$ cat src/rtl/mem_arb_pkg.sv
// Shared types and constants for the two-port memory arbiter and its byte sequencer.
package mem_arb_pkg;

  localparam int   WORD_BYTES = 4;
  localparam logic SIZE_BYTE  = 1'b0;
  localparam logic SIZE_WORD  = 1'b1;
  localparam logic PORT_I     = 1'b0;
  localparam logic PORT_D     = 1'b1;

  typedef enum logic [2:0] {
    ST_IDLE    = 3'd0,
    ST_GRANT   = 3'd1,
    ST_ISSUE   = 3'd2,
    ST_RELEASE = 3'd3,
    ST_DONE    = 3'd4,
    ST_ERR     = 3'd5
  } arb_state_e;

  // Big-endian byte select: index 0 is the most significant byte.
  function automatic logic [7:0] word_byte(input logic [31:0] w, input logic [1:0] idx);
    logic [7:0] b;
    case (idx)
      2'd0:    b = w[31:24];
      2'd1:    b = w[23:16];
      2'd2:    b = w[15:8];
      default: b = w[7:0];
    endcase
    return b;
  endfunction

endpackage

$ cat src/rtl/mem_byte_seq.sv
// Byte sequencer: runs one Enable/MOC handshake per byte, counts bytes and
// assembles big-endian read data.
module mem_byte_seq #(
  parameter int ADDR_W = 9
) (
  input  logic              Clk,
  input  logic              Reset,
  input  logic              i_start,
  input  logic              i_we,
  input  logic [1:0]        i_last,
  input  logic [ADDR_W-1:0] i_base,
  input  logic [31:0]       i_wdata,
  input  logic              i_moc,
  input  logic [7:0]        i_mem_dout,
  output logic              o_mem_en,
  output logic              o_mem_rw,
  output logic [ADDR_W-1:0] o_mem_addr,
  output logic [7:0]        o_mem_din,
  output logic [31:0]       o_rdata,
  output logic              o_done
);
  import mem_arb_pkg::*;

  arb_state_e        r_phase;
  logic [1:0]        r_cnt;
  logic [ADDR_W-1:0] r_addr;
  logic              r_rw;
  logic [7:0]        r_din;
  logic [31:0]       r_asm;
  logic [1:0]        w_cnt_nxt;
  logic              w_rel_ok;

  assign w_cnt_nxt  = r_cnt + 2'd1;
  assign w_rel_ok   = (r_phase == ST_RELEASE) && !i_moc;
  assign o_done     = w_rel_ok && (r_cnt == i_last);
  assign o_mem_en   = (r_phase == ST_ISSUE);
  assign o_mem_rw   = r_rw;
  assign o_mem_addr = r_addr;
  assign o_mem_din  = r_din;
  assign o_rdata    = r_asm;

  // Address/direction/data are loaded as a byte's ISSUE begins so they hold through RELEASE.
  always_ff @(posedge Clk or posedge Reset) begin
    if (Reset) begin
      r_phase <= ST_IDLE;
      r_cnt   <= 2'd0;
      r_addr  <= '0;
      r_rw    <= 1'b0;
      r_din   <= 8'h00;
    end else begin
      case (r_phase)
        ST_IDLE: begin
          if (i_start) begin
            r_phase <= ST_ISSUE;
            r_cnt   <= 2'd0;
            r_addr  <= i_base;
            r_rw    <= ~i_we;
            r_din   <= word_byte(i_wdata, 2'd0);
          end
        end
        ST_ISSUE: begin
          if (i_moc) r_phase <= ST_RELEASE;
        end
        ST_RELEASE: begin
          if (w_rel_ok) begin
            if (r_cnt == i_last) begin
              r_phase <= ST_IDLE;
            end else begin
              r_phase <= ST_ISSUE;
              r_cnt   <= w_cnt_nxt;
              r_addr  <= i_base + ADDR_W'(w_cnt_nxt);
              r_din   <= word_byte(i_wdata, w_cnt_nxt);
            end
          end
        end
        default: r_phase <= ST_IDLE;
      endcase
    end
  end

  always_ff @(posedge Clk) begin
    if ((r_phase == ST_ISSUE) && i_moc && r_rw) begin
      case (r_cnt)
        2'd0:    r_asm[31:24] <= i_mem_dout;
        2'd1:    r_asm[23:16] <= i_mem_dout;
        2'd2:    r_asm[15:8]  <= i_mem_dout;
        default: r_asm[7:0]   <= i_mem_dout;
      endcase
    end
  end

endmodule

$ cat src/rtl/mem_arbiter.sv
// Two-port (fetch/data) arbiter onto a byte-wide RAM with Enable/MOC handshake.
// Define MEM_ARB_RR_EN for round-robin tie-breaking; otherwise data beats fetch.
module mem_arbiter #(
  parameter int ADDR_W     = 9,
  parameter int WORD_BYTES = 4
) (
  input  logic              Clk,
  input  logic              Reset,
  input  logic              IReq,
  input  logic [ADDR_W-1:0] IAddr,
  output logic [31:0]       IRdata,
  output logic              IAck,
  input  logic              DReq,
  input  logic              DWe,
  input  logic              DSize,
  input  logic [ADDR_W-1:0] DAddr,
  input  logic [31:0]       DWdata,
  output logic [31:0]       DRdata,
  output logic              DAck,
  output logic              DErr,
  output logic              MemEnable,
  output logic              MemMov,
  output logic              MemReadWrite,
  output logic [ADDR_W-1:0] MemAddress,
  output logic [7:0]        MemDataIn,
  input  logic [7:0]        MemDataOut,
  input  logic              MemMoc
);
  import mem_arb_pkg::*;

  localparam logic [1:0] LAST_IDX = 2'(WORD_BYTES - 1);

  arb_state_e        r_state;
  logic              r_owner;
  logic              r_we;
  logic              r_size;
  logic [ADDR_W-1:0] r_addr;
  logic [31:0]       r_wdata;
  logic              w_pick_d;
  logic              w_err;
  logic              w_start;
  logic              w_seq_done;
  logic [31:0]       w_asm;
  logic [1:0]        w_last;
  logic              w_d_done;

`ifdef MEM_ARB_RR_EN
  logic r_last;

  // Tie goes to whichever port was not granted last; reset state favours data.
  assign w_pick_d = DReq && (!IReq || (r_last == PORT_I));

  always_ff @(posedge Clk or posedge Reset) begin
    if (Reset) r_last <= PORT_I;
    else if ((r_state == ST_IDLE) && (IReq || DReq)) r_last <= w_pick_d ? PORT_D : PORT_I;
  end
`else
  assign w_pick_d = DReq;
`endif

  assign w_err   = (r_owner == PORT_D) && (r_size == SIZE_WORD) && (r_addr[1:0] != 2'b00);
  assign w_start = (r_state == ST_GRANT) && !w_err;
  assign w_last  = (r_size == SIZE_WORD) ? LAST_IDX : 2'd0;

  always_ff @(posedge Clk or posedge Reset) begin
    if (Reset) begin
      r_state <= ST_IDLE;
      r_owner <= PORT_I;
      r_we    <= 1'b0;
      r_size  <= SIZE_BYTE;
    end else begin
      case (r_state)
        ST_IDLE: begin
          if (IReq || DReq) begin
            r_state <= ST_GRANT;
            r_owner <= w_pick_d ? PORT_D : PORT_I;
            r_we    <= w_pick_d && DWe;
            r_size  <= w_pick_d ? DSize : SIZE_WORD;
          end
        end
        ST_GRANT: r_state <= w_err ? ST_ERR : ST_ISSUE;
        ST_ISSUE: begin
          if (w_seq_done) r_state <= ST_DONE;
        end
        default:  r_state <= ST_IDLE;
      endcase
    end
  end

  // Byte writes are pre-placed in the top byte so the sequencer always starts at index 0.
  always_ff @(posedge Clk) begin
    if ((r_state == ST_IDLE) && (IReq || DReq)) begin
      r_addr  <= w_pick_d ? DAddr : IAddr;
      r_wdata <= DSize ? DWdata : {DWdata[7:0], 24'h000000};
    end
  end

  mem_byte_seq #(.ADDR_W(ADDR_W)) u_seq (
    .Clk        (Clk),
    .Reset      (Reset),
    .i_start    (w_start),
    .i_we       (r_we),
    .i_last     (w_last),
    .i_base     (r_addr),
    .i_wdata    (r_wdata),
    .i_moc      (MemMoc),
    .i_mem_dout (MemDataOut),
    .o_mem_en   (MemEnable),
    .o_mem_rw   (MemReadWrite),
    .o_mem_addr (MemAddress),
    .o_mem_din  (MemDataIn),
    .o_rdata    (w_asm),
    .o_done     (w_seq_done)
  );

  assign MemMov   = MemEnable;
  assign w_d_done = (r_state == ST_DONE) && (r_owner == PORT_D);
  assign IAck     = (r_state == ST_DONE) && (r_owner == PORT_I);
  assign DAck     = w_d_done || (r_state == ST_ERR);
  assign DErr     = (r_state == ST_ERR);
  assign IRdata   = IAck ? w_asm : 32'h0;
  assign DRdata   = (w_d_done && !r_we) ?
                    ((r_size == SIZE_WORD) ? w_asm : {24'h000000, w_asm[31:24]}) : 32'h0;

endmodule
$ cat config.mk
export PLATFORM = sky130hd
export DESIGN_NAME = mem_arbiter
export DESIGN_NICKNAME = d
export VERILOG_FILES = /design/src/rtl/mem_arb_pkg.sv /design/src/rtl/mem_byte_seq.sv /design/src/rtl/mem_arbiter.sv
export SDC_FILE = /design/constraint.sdc
export NUM_CORES = 1
export LEC_CHECK = 0
export BUFFER_PORTS_ARGS = -buffer_cell sky130_fd_sc_hd__buf_2
export CAP_MARGIN = 25
export CORE_ASPECT_RATIO = 1.1
export CORE_MARGIN = 2
export CORE_UTILIZATION = 44
export CTS_CLUSTER_SIZE = 14
export DETAILED_ROUTE_END_ITERATION = 8
export PLACE_DENSITY = 0.7
export REMOVE_ABC_BUFFERS = 1
export SETUP_SLACK_MARGIN = 0.1
export SLEW_MARGIN = 10
export SYNTH_ARGS = -nofsm -noshare
export SYNTH_HDL_FRONTEND = slang
export SYNTH_SLANG_ARGS = --single-unit
$ cat constraint.sdc
create_clock -name Clk -period 2.7 [get_ports Clk]
set_input_delay 0.54 -clock Clk [delete_from_list [all_inputs] [get_ports Clk]]
set_output_delay 0.54 -clock Clk [all_outputs]
set_load 0.01 [all_outputs]
## After elaboration in Yosys (flattened, before gate mapping)

Cells that the tools add are included.

- Register bits: 102
- Input bits: 65
- Word-level logic and storage cells: 101

- Bitwise logic cells: 3
- Add/subtract/negate cells: 2
- Reductions and logical operators: 33
- Mux-type cells: 30
- Equality and inequality tests: 17

Operators by type and width:

| operator | number |
|---|---|
| $mux W32 | 4 |
| $mux W9 | 4 |
| $mux W8 | 3 |
| $pmux W8 S3 | 1 |
| $mux W3 | 6 |
| $pmux W3 S3 | 2 |
| $pmux W9 S2 | 1 |
| $pmux W8 S2 | 1 |
| $reduce_and A2 Y1 | 7 |
| $logic_and A1 B1 Y1 | 12 |
| $mux W2 | 5 |
| $add A9 B2 Y9 | 1 |
| $eq A3 B2 Y1 const B | 3 |
| $ne A2 B1 Y1 const B | 4 |
| $eq A3 B3 Y1 const B | 2 |
| $logic_not A3 Y1 | 2 |
| $eq A2 B1 Y1 const B | 2 |
| $eq A2 B2 Y1 const B | 2 |
| $logic_not A2 Y1 | 2 |
| $ne A2 B2 Y1 const B | 2 |
| $pmux W2 S2 | 1 |
| $reduce_and A4 Y1 | 1 |
| $reduce_bool A2 Y1 | 2 |
| $eq A3 B1 Y1 const B | 1 |
| other kinds (8) | 14 |

## Depth between registers and ports, before layout

Gate-level depths: netlist of run 1.

- Word-level depth: 6
- Depth in mapped cells: 8
- Mapped depth without buffers: 7

## Hierarchy

Synthesis of run 1 repeated with hierarchy kept, for this count alone.

- Cells, all modules: 382
- Area total of the unflattened synthesis: 4,927.2 µm²

By module, submodules not included:

| module | area each (µm²) | instances | cells an instance | sequential area each (µm²) |
|---|---|---|---|---|
| mem_byte_seq | 2,468.6 | 1 | 177 | 1,511.4 |
| mem_arbiter | 2,458.6 | 1 | 205 | 1,381.3 |

## Least setup slack after synthesis of run 1

Ideal clock, no wire load.

- Kind: reg2reg
- From: reg r_state[0]
- To: reg r_addr[0], enable pin
- Required time: 2.298 ns
- Slack: 0.366 ns
- Cell stages (with the launch flop): 4
- Data arrival time: 1.932 ns
- Clock period less this slack: 2.334 ns
- Cell sequence: dfrtp_1 clkbuf_1 nor3_1 o21a_1

- Word-level cells in the longest chain between the ends: 2

Ends and longest elaborated chain:

| what | line | text |
|---|---|---|
| start, declared | mem_arbiter.sv:33 | `arb_state_e r_state;` |
| start signal, assigned | mem_arbiter.sv:81 | `ST_GRANT: r_state <= w_err ? ST_ERR : ST_ISSUE;` |
| $logic_not A3 Y1 | mem_arbiter.sv:92 | `if ((r_state == ST_IDLE) && (IReq \|\| DReq)) begin` |
| $logic_and A1 B1 Y1 | mem_arbiter.sv:92 |  |
| end signal, assigned | mem_arbiter.sv:93 | `r_addr <= w_pick_d ? DAddr : IAddr;` |
| end, declared | mem_arbiter.sv:37 | `logic [ADDR_W-1:0] r_addr;` |

Every way passes these cells.
A chain may end at the register's enable or synchronous reset.

## Final worst setup path of run 1

- From: reg r_state[1]
- To: out DRdata[12]

- Word-level cells in the longest chain between the ends: 4

Ends and longest elaborated chain:

| what | line | text |
|---|---|---|
| $eq A3 B3 Y1 | mem_arbiter.sv:117 | `assign w_d_done = (r_state == ST_DONE) && (r_owner == PORT_D);` |
| $logic_and A1 B1 Y1 | mem_arbiter.sv:117 |  |
| $logic_and A1 B1 Y1 | mem_arbiter.sv:122 | `assign DRdata = (w_d_done && !r_we) ?` |
| $mux W32 | mem_arbiter.sv:122 |  |
| end, declared | mem_arbiter.sv:18 | `output logic [31:0] DRdata,` |

Every way passes these cells.

==> impl_results.md, run 1 <==
- Status: completed
- Overflow after GRT: 0
- Synth top area share: 0.4474
- Final setup viols: 0
- CTS tree: built
- Pre-CTS setup slack: 0.3272 ns
- CP max stage cell: or4b_4
- Tot GR Track Use: 0.1795
- Xor/xnor cell area share of the yosys netlist: 0.01251
- Slowest stage delay, CP: 0.60 ns
- Largest family of logic cells by synthesized area: simple AND/OR/NAND/NOR gates
- Post-Route Setup TNS: 0 ns
- Synth Flop Type: edfxtp_1
- Post-route minimum period: 2.555 ns
- Synth top cells by count: and2_1 (75), edfxtp_1 (73), dfrtp_1 (28)
- Clock Latency Late Sink: 0.33 ns
- ANT nets after route: 0
- F_max: 391.4 MHz
- CTS root buffer: clkbuf_16
- Post-synthesis adder-cell area fraction: 0.02707
- Internal power: 3.793 mW
- PD cells: 903.2 nW/µm²
- Mapped Cells: 381
- Post-layout net count: 610
- CP Launch Type: flop
- WP data arrival: 2.02 ns
- Core box area: 10,910 µm²
- Clock skew: 0.004615 ns
- Reg2reg path depth: 7
- Total number of vias: 3,388
- Slew at the pin closest to its max-slew limit: 0.6008 ns
- Endpoints failing hold: 0
- Synthesized area: 4900 µm²
- Syn Area/Cell: 12.86 µm²
- Critical path class: reg2out
- Leak: 2.843 nW
- Starting Density: 0.4491
- Critical-path cell list: nand2b_4 > or4b_4 > nor2_4 > and2_1 > buf_2
- Layout cells sized above 1: 0.4352
- Top post-synthesis cells by area: edfxtp_1 (45%), dfrtp_1 (14%), and2_1 (9.6%)
- Fin. max-slew vios: 0
- Area leader, netlist: edfxtp_1
- Clk sinks: 101
- Worst Setup Slack, final: 0.1450 ns
- Net Sw Frac: 0.3217
- Worst reg-to-reg setup slack: 0.37 ns
- Total CTS buffers: 9
- RSZ-0062 raised after global routing: yes
- Clock-pin slew on the worst setup and hold paths: 0.06 ns
- Initial antenna violation count: 0
- CP required: 2.16 ns
- Reg2reg start: u_seq.r_cnt[0]
- Post-Route WL: 10,450 µm
- Rows: 40
- CTS max path bufs: 2
- HPWL Detailed: 7250 µm
- Die area: 12,000 µm²
- Ys async rst share: 0.2772
- First-pass GRT wire length: 16,550 µm
- Mux contribution to synthesized area: 0.1078
- Worst-path fanout max: 6
- GPL Wtd Cong: 0.8123
- Hold crit path type: in2async
- Drt via density: 4.932
- Die Y: 114.7 µm
- IO buf count: 151
- # IOs: 152
- Vias in the first global route: 3,372
- Unique masters post-synth: 43
- Post-layout util: 0.5674
- CTS H-Tree Depth: 3
- DRT iter0 DRCs: 196
- Top-count cell post-synth: and2_1
- Synth Warn #: 0
- Psw: 1.799 mW
- Wire per inst: 15.21 µm
- Post-Synth Simple-Gate Area: 0.1678
- Hold slack: 0.2676 ns
- Pre-antenna DRT Iters: 4
- Logic pwr share: 0.339
- Maxcap violations: 0
- Power Total: 5.592 mW
- Post-synth EDFFs: 73
- Largest net degree at the start of global routing: 43
- Clock network fraction of total power: 0.220
- Slew HR: 0.5958
- Die Span X: 104.6 µm
- Synthesis-to-finish area growth: 26.35%
- Critical Path Sink Type: primary output
- DRC violations left: 0
- Post-CTS Hold Buffers: 0
- Relative contribution of sequential cells to total power: 0.440
- FF+latch count, synth: 101
- Synth Area in Compound Gates: 0.05414
- Antenna cells: 0
- RR Endpoint: u_seq.o_mem_addr[7]
- Max IR drop VDD: 0.0004398 V
- Crit share post-route: 0.9463
- Sequential area share after synthesis: 0.5904
per-layer routing:
layer / GRT usage / routed length (µm) / up-vias
met5: 0 / 0 / -
met4: 0.09156 / 285 / 0
met3: 0.03358 / 529 / 18
met2: 0.3229 / 5318 / 127
met1: 0.2050 / 4315 / 1598
li1: - / - / 1645
area by class of cell:
cell class	count	area (µm²)
fillers	972	4720
flip-flops and latches	101	2897
multi-input cells	242	1871
repair buffers	163	880.8
clock buffers	15	287.8
well taps	147	183.9
inverters	18	67.56
clock inverters	1	3.754
stage by stage:
stage,std cells,instance area (µm²)
after floorplan,358,4770
after global placement,665,5783
after detailed placement,665,5783
after CTS,685,6136
after global routing,687,6191
final,687,6191
state kept, by name, indices dropped and copies added, names as in the netlist:
name and flops:
r_we 1, r_state 3, r_addr 9, u_seq.r_cnt 2
r_size 1, r_owner 1, u_seq.o_rdata 32, u_seq.o_mem_addr 9
u_seq.o_mem_din 8, r_wdata 32, u_seq.o_mem_rw 1, u_seq.r_phase 2
critical path, delay by kind of cell, from the launching register on:
kind          cells  cell delay (ns)
simple gates      4             1.15
flops             1             0.40
buf+inv           1             0.12
power by group through the flow:
stage | clock network (mW) | registers, mW | logic (mW)
after CTS | 1.26 | 2.48 | 1.88
after global routing | 1.33 | 2.51 | 2.09
final | 1.23 | 2.46 | 1.90
after global placement | 0 | 2.49 | 1.75
after detailed placement | 0 | 2.51 | 1.83
after floorplan | 0 | 2.52 | 1.14
kinds of logic after synthesis:
| family | Yosys count |
|---|---|
| and+or+nand+nor | 141 |
| DFF | 101 |
| adders and majority gates | 10 |
| muxes | 45 |
| AOI/OAI and AO/OA | 36 |
| xor gates and xnor gates | 7 |
| buffers and inverters | 41 |
timing repair:
action,in CTS,in global routing
resized for setup,7,11
setup endpoints to repair,32,26
setup buffers,1,2
pin swaps,4,7
cloned,3,0
worst max path at each step:
stage | start | endpoint
6_report | r_state[1] | DRdata[12]
5_1_grt | r_state[1] | DRdata[29]
4_1_cts | r_state[1] | DRdata[29]
3_5_place_dp | r_state[1] | DRdata[16]
3_3_place_gp | r_state[1] | DRdata[16]
2_1_floorplan | r_state[1] | IRdata[0]
cell usage in the layout, fill, tap and decap left out, types with 3 or more instances in the layout:
cell type / n
nand2_1: 16
ha_1: 9
clkbuf_16: 9
nor2_1: 16
xor2_1: 5
and2_4: 5
dfrtp_2: 3
nor3_1: 5
clkbuf_8: 4
a22o_1: 8
mux2i_1: 10
a21oi_1: 11
edfxtp_1: 73
nand3_1: 6
buf_4: 11
nor2_4: 3
and2_2: 6
a221oi_1: 8
and2_1: 74
buf_6: 6
mux2_2: 26
mux2_4: 9
dfrtp_1: 25
buf_2: 146
inv_1: 18
Note: power is estimated with default switching activity, not from simulation.
==> inputs of run 2 (changes only) <==
--- a/config.mk
+++ b/config.mk
@@ -7,12 +7,14 @@
 export LEC_CHECK = 0
 export BUFFER_PORTS_ARGS = -buffer_cell sky130_fd_sc_hd__buf_2
 export CAP_MARGIN = 25
+export CELL_PAD_IN_SITES_DETAIL_PLACEMENT = 1
+export CELL_PAD_IN_SITES_GLOBAL_PLACEMENT = 1
 export CORE_ASPECT_RATIO = 1.1
 export CORE_MARGIN = 2
-export CORE_UTILIZATION = 44
+export CORE_UTILIZATION = 40
 export CTS_CLUSTER_SIZE = 14
 export DETAILED_ROUTE_END_ITERATION = 8
-export PLACE_DENSITY = 0.7
+export PLACE_DENSITY_LB_ADDON = 0.1
 export REMOVE_ABC_BUFFERS = 1
 export SETUP_SLACK_MARGIN = 0.1
 export SLEW_MARGIN = 10
==> run 2 against run 1 <==
Routed wire length is 11% higher. Cell count is 0.73% higher. Critical path type unchanged. Largest power group unchanged. Highest routed layer unchanged. Worst setup slack better by 0.022 ns.
==> impl_results.md, run 2 (synthesis results as in run 1) <==
- Status: completed
- CP Launch Type: flop
- Slowest stage delay, CP: 0.58 ns
- Total number of vias: 3,420
- # IOs: 152
- IO buf count: 151
- Antenna cells: 0
- Critical Path Sink Type: primary output
- Die Span X: 109.5 µm
- Commonest cells after routing, fill and taps aside: buf_2 (151), and2_1 (75), edfxtp_1 (73)
- WP buf/inv: 2
- Crit share post-route: 0.9382
- Clock Latency Late Sink: 0.34 ns
- CP required: 2.16 ns
- Tot GR Track Use: 0.1804
- Starting Density: 0.4089
- Final setup viols: 0
- Slew HR: 0.4302
- Post-route minimum period: 2.533 ns
- RSZ-0062 raised after global routing: yes
- PD cells: 918.2 nW/µm²
- Hold crit path type: in2async
- Wire per inst: 16.80 µm
- Core box area: 11,980 µm²
- Post-layout net count: 608
- Worst-path fanout max: 6
- Total CTS buffers: 9
- WP depth: 6
- Die Y: 120.1 µm
- ANT nets after route: 0
- Post-CTS Hold Buffers: 0
- Layout cells sized above 1: 0.4312
- GPL Wtd Cong: 0.7621
- CTS root buffer: clkbuf_16
- CTS tree: built
- Drt via density: 4.942
- Post-layout util: 0.5127
- Power Total: 5.641 mW
- Vias in the first global route: 3,476
- Commonest non-fill, non-tap cell in the layout: buf_2
- Largest net degree at the start of global routing: 34
- Overflow after GRT: 0
- Post-Route Setup TNS: 0 ns
- Maxcap violations: 0
- Post-route cell area: 6143 µm²
- WP data arrival: 1.99 ns
- Pre-antenna DRT Iters: 4
- Critical-path cell list: nand2b_4 > or4b_4 > nor2_4 > buf_6 > and2_1 > buf_2
- Hold slack: 0.2573 ns
- First-pass GRT wire length: 17,900 µm
- Max IR drop VDD: 0.0003502 V
- Fin. max-slew vios: 0
- Leak: 2.835 nW
- Initial antenna violation count: 0
- Critical path's top delay family: simple AND/OR/NAND/NOR gates
- Clock skew: 0.01328 ns
- Critical path class: reg2out
- Post-Route WL: 11,630 µm
- Clk sinks: 101
- DRT iter0 DRCs: 145
- Placed inst area: 5797 µm²
- Slew at the pin closest to its max-slew limit: 0.8490 ns
- Reg2reg path depth: 7
- Rows: 42
- Clock-pin slew on the worst setup and hold paths: 0.07 ns
- CTS H-Tree Depth: 3
- F_max: 394.8 MHz
- CP max stage cell: or4b_4
- Endpoints failing hold: 0
- CTS max path bufs: 2
- DRC violations left: 0
- Die area: 13,150 µm²
- Synthesis-to-finish area growth: 25.38%
- HPWL Detailed: 8182 µm
==> run 2: final timing paths <==
check / from / to / slack [ns]
worst max-delay path: r_state[1] / DRdata[30] / 0.17
worst min-delay path: Reset / u_seq.o_mem_din[2] / 0.26
worst max register to register: u_seq.r_cnt[0] / u_seq.o_mem_addr[7] / 0.44
worst min register to register: u_seq.o_mem_addr[3] / u_seq.o_mem_addr[3] / 0.50
max in group asynchronous: Reset / r_state[2] / 2.10
min in group Clk: MemDataOut[0] / u_seq.o_rdata[16] / 0.42
==> run 2: routing by layer <==
metal | global-route usage | wire length [µm]
met2 | 0.3356 | 6128
met3 | 0.02933 | 696
met1 | 0.2092 | 4675
met4 | 0.05222 | 128
met5 | 0 | 0
==> run 2: repair_timing <==
action,CTS,global route
pin swaps,4,1
resized for setup,4,2
cloned,2,0
setup buffers,3,0
endpoints found under the setup margin,32,24
==> run 2: worst reg2reg max path, cell delays in order (launching register included) <==
cell and delay (ns):
dfrtp_1 0.50, inv_1 0.16, ha_1 0.37, ha_1 0.29
a21oi_1 0.10, nor4b_1 0.35, xor2_1 0.11, mux2_4 0.27
==> run 2: cell type report <==
cell class                      count  area [µm²]
Clock buffer                       10       229.0
Clock inverter                      6       53.80
Fill cell                        1306        5838
Inverter                           18       67.56
Multi-Input combinational cell    241        1849
Sequential cell                   101        2897
Tap cell                          154       192.7
Timing Repair Buffer              162       854.6
==> run 2: per-stage QoR <==
step	std cells	worst slack (ns)
2_1_floorplan	358	0.02141
3_3_place_gp	671	0.3977
3_5_place_dp	671	0.3147
4_1_cts	692	0.1081
5_1_grt	692	0.09376
6_report	692	0.1668
==> run 2: report_power, final <==
group	switching (mW)	internal (mW)	total [mW]	leakage (nW)
clock	0.547	0.710	1.26	0.143
combinational	1.04	0.867	1.91	1.68
sequential	0.284	2.19	2.48	1.02
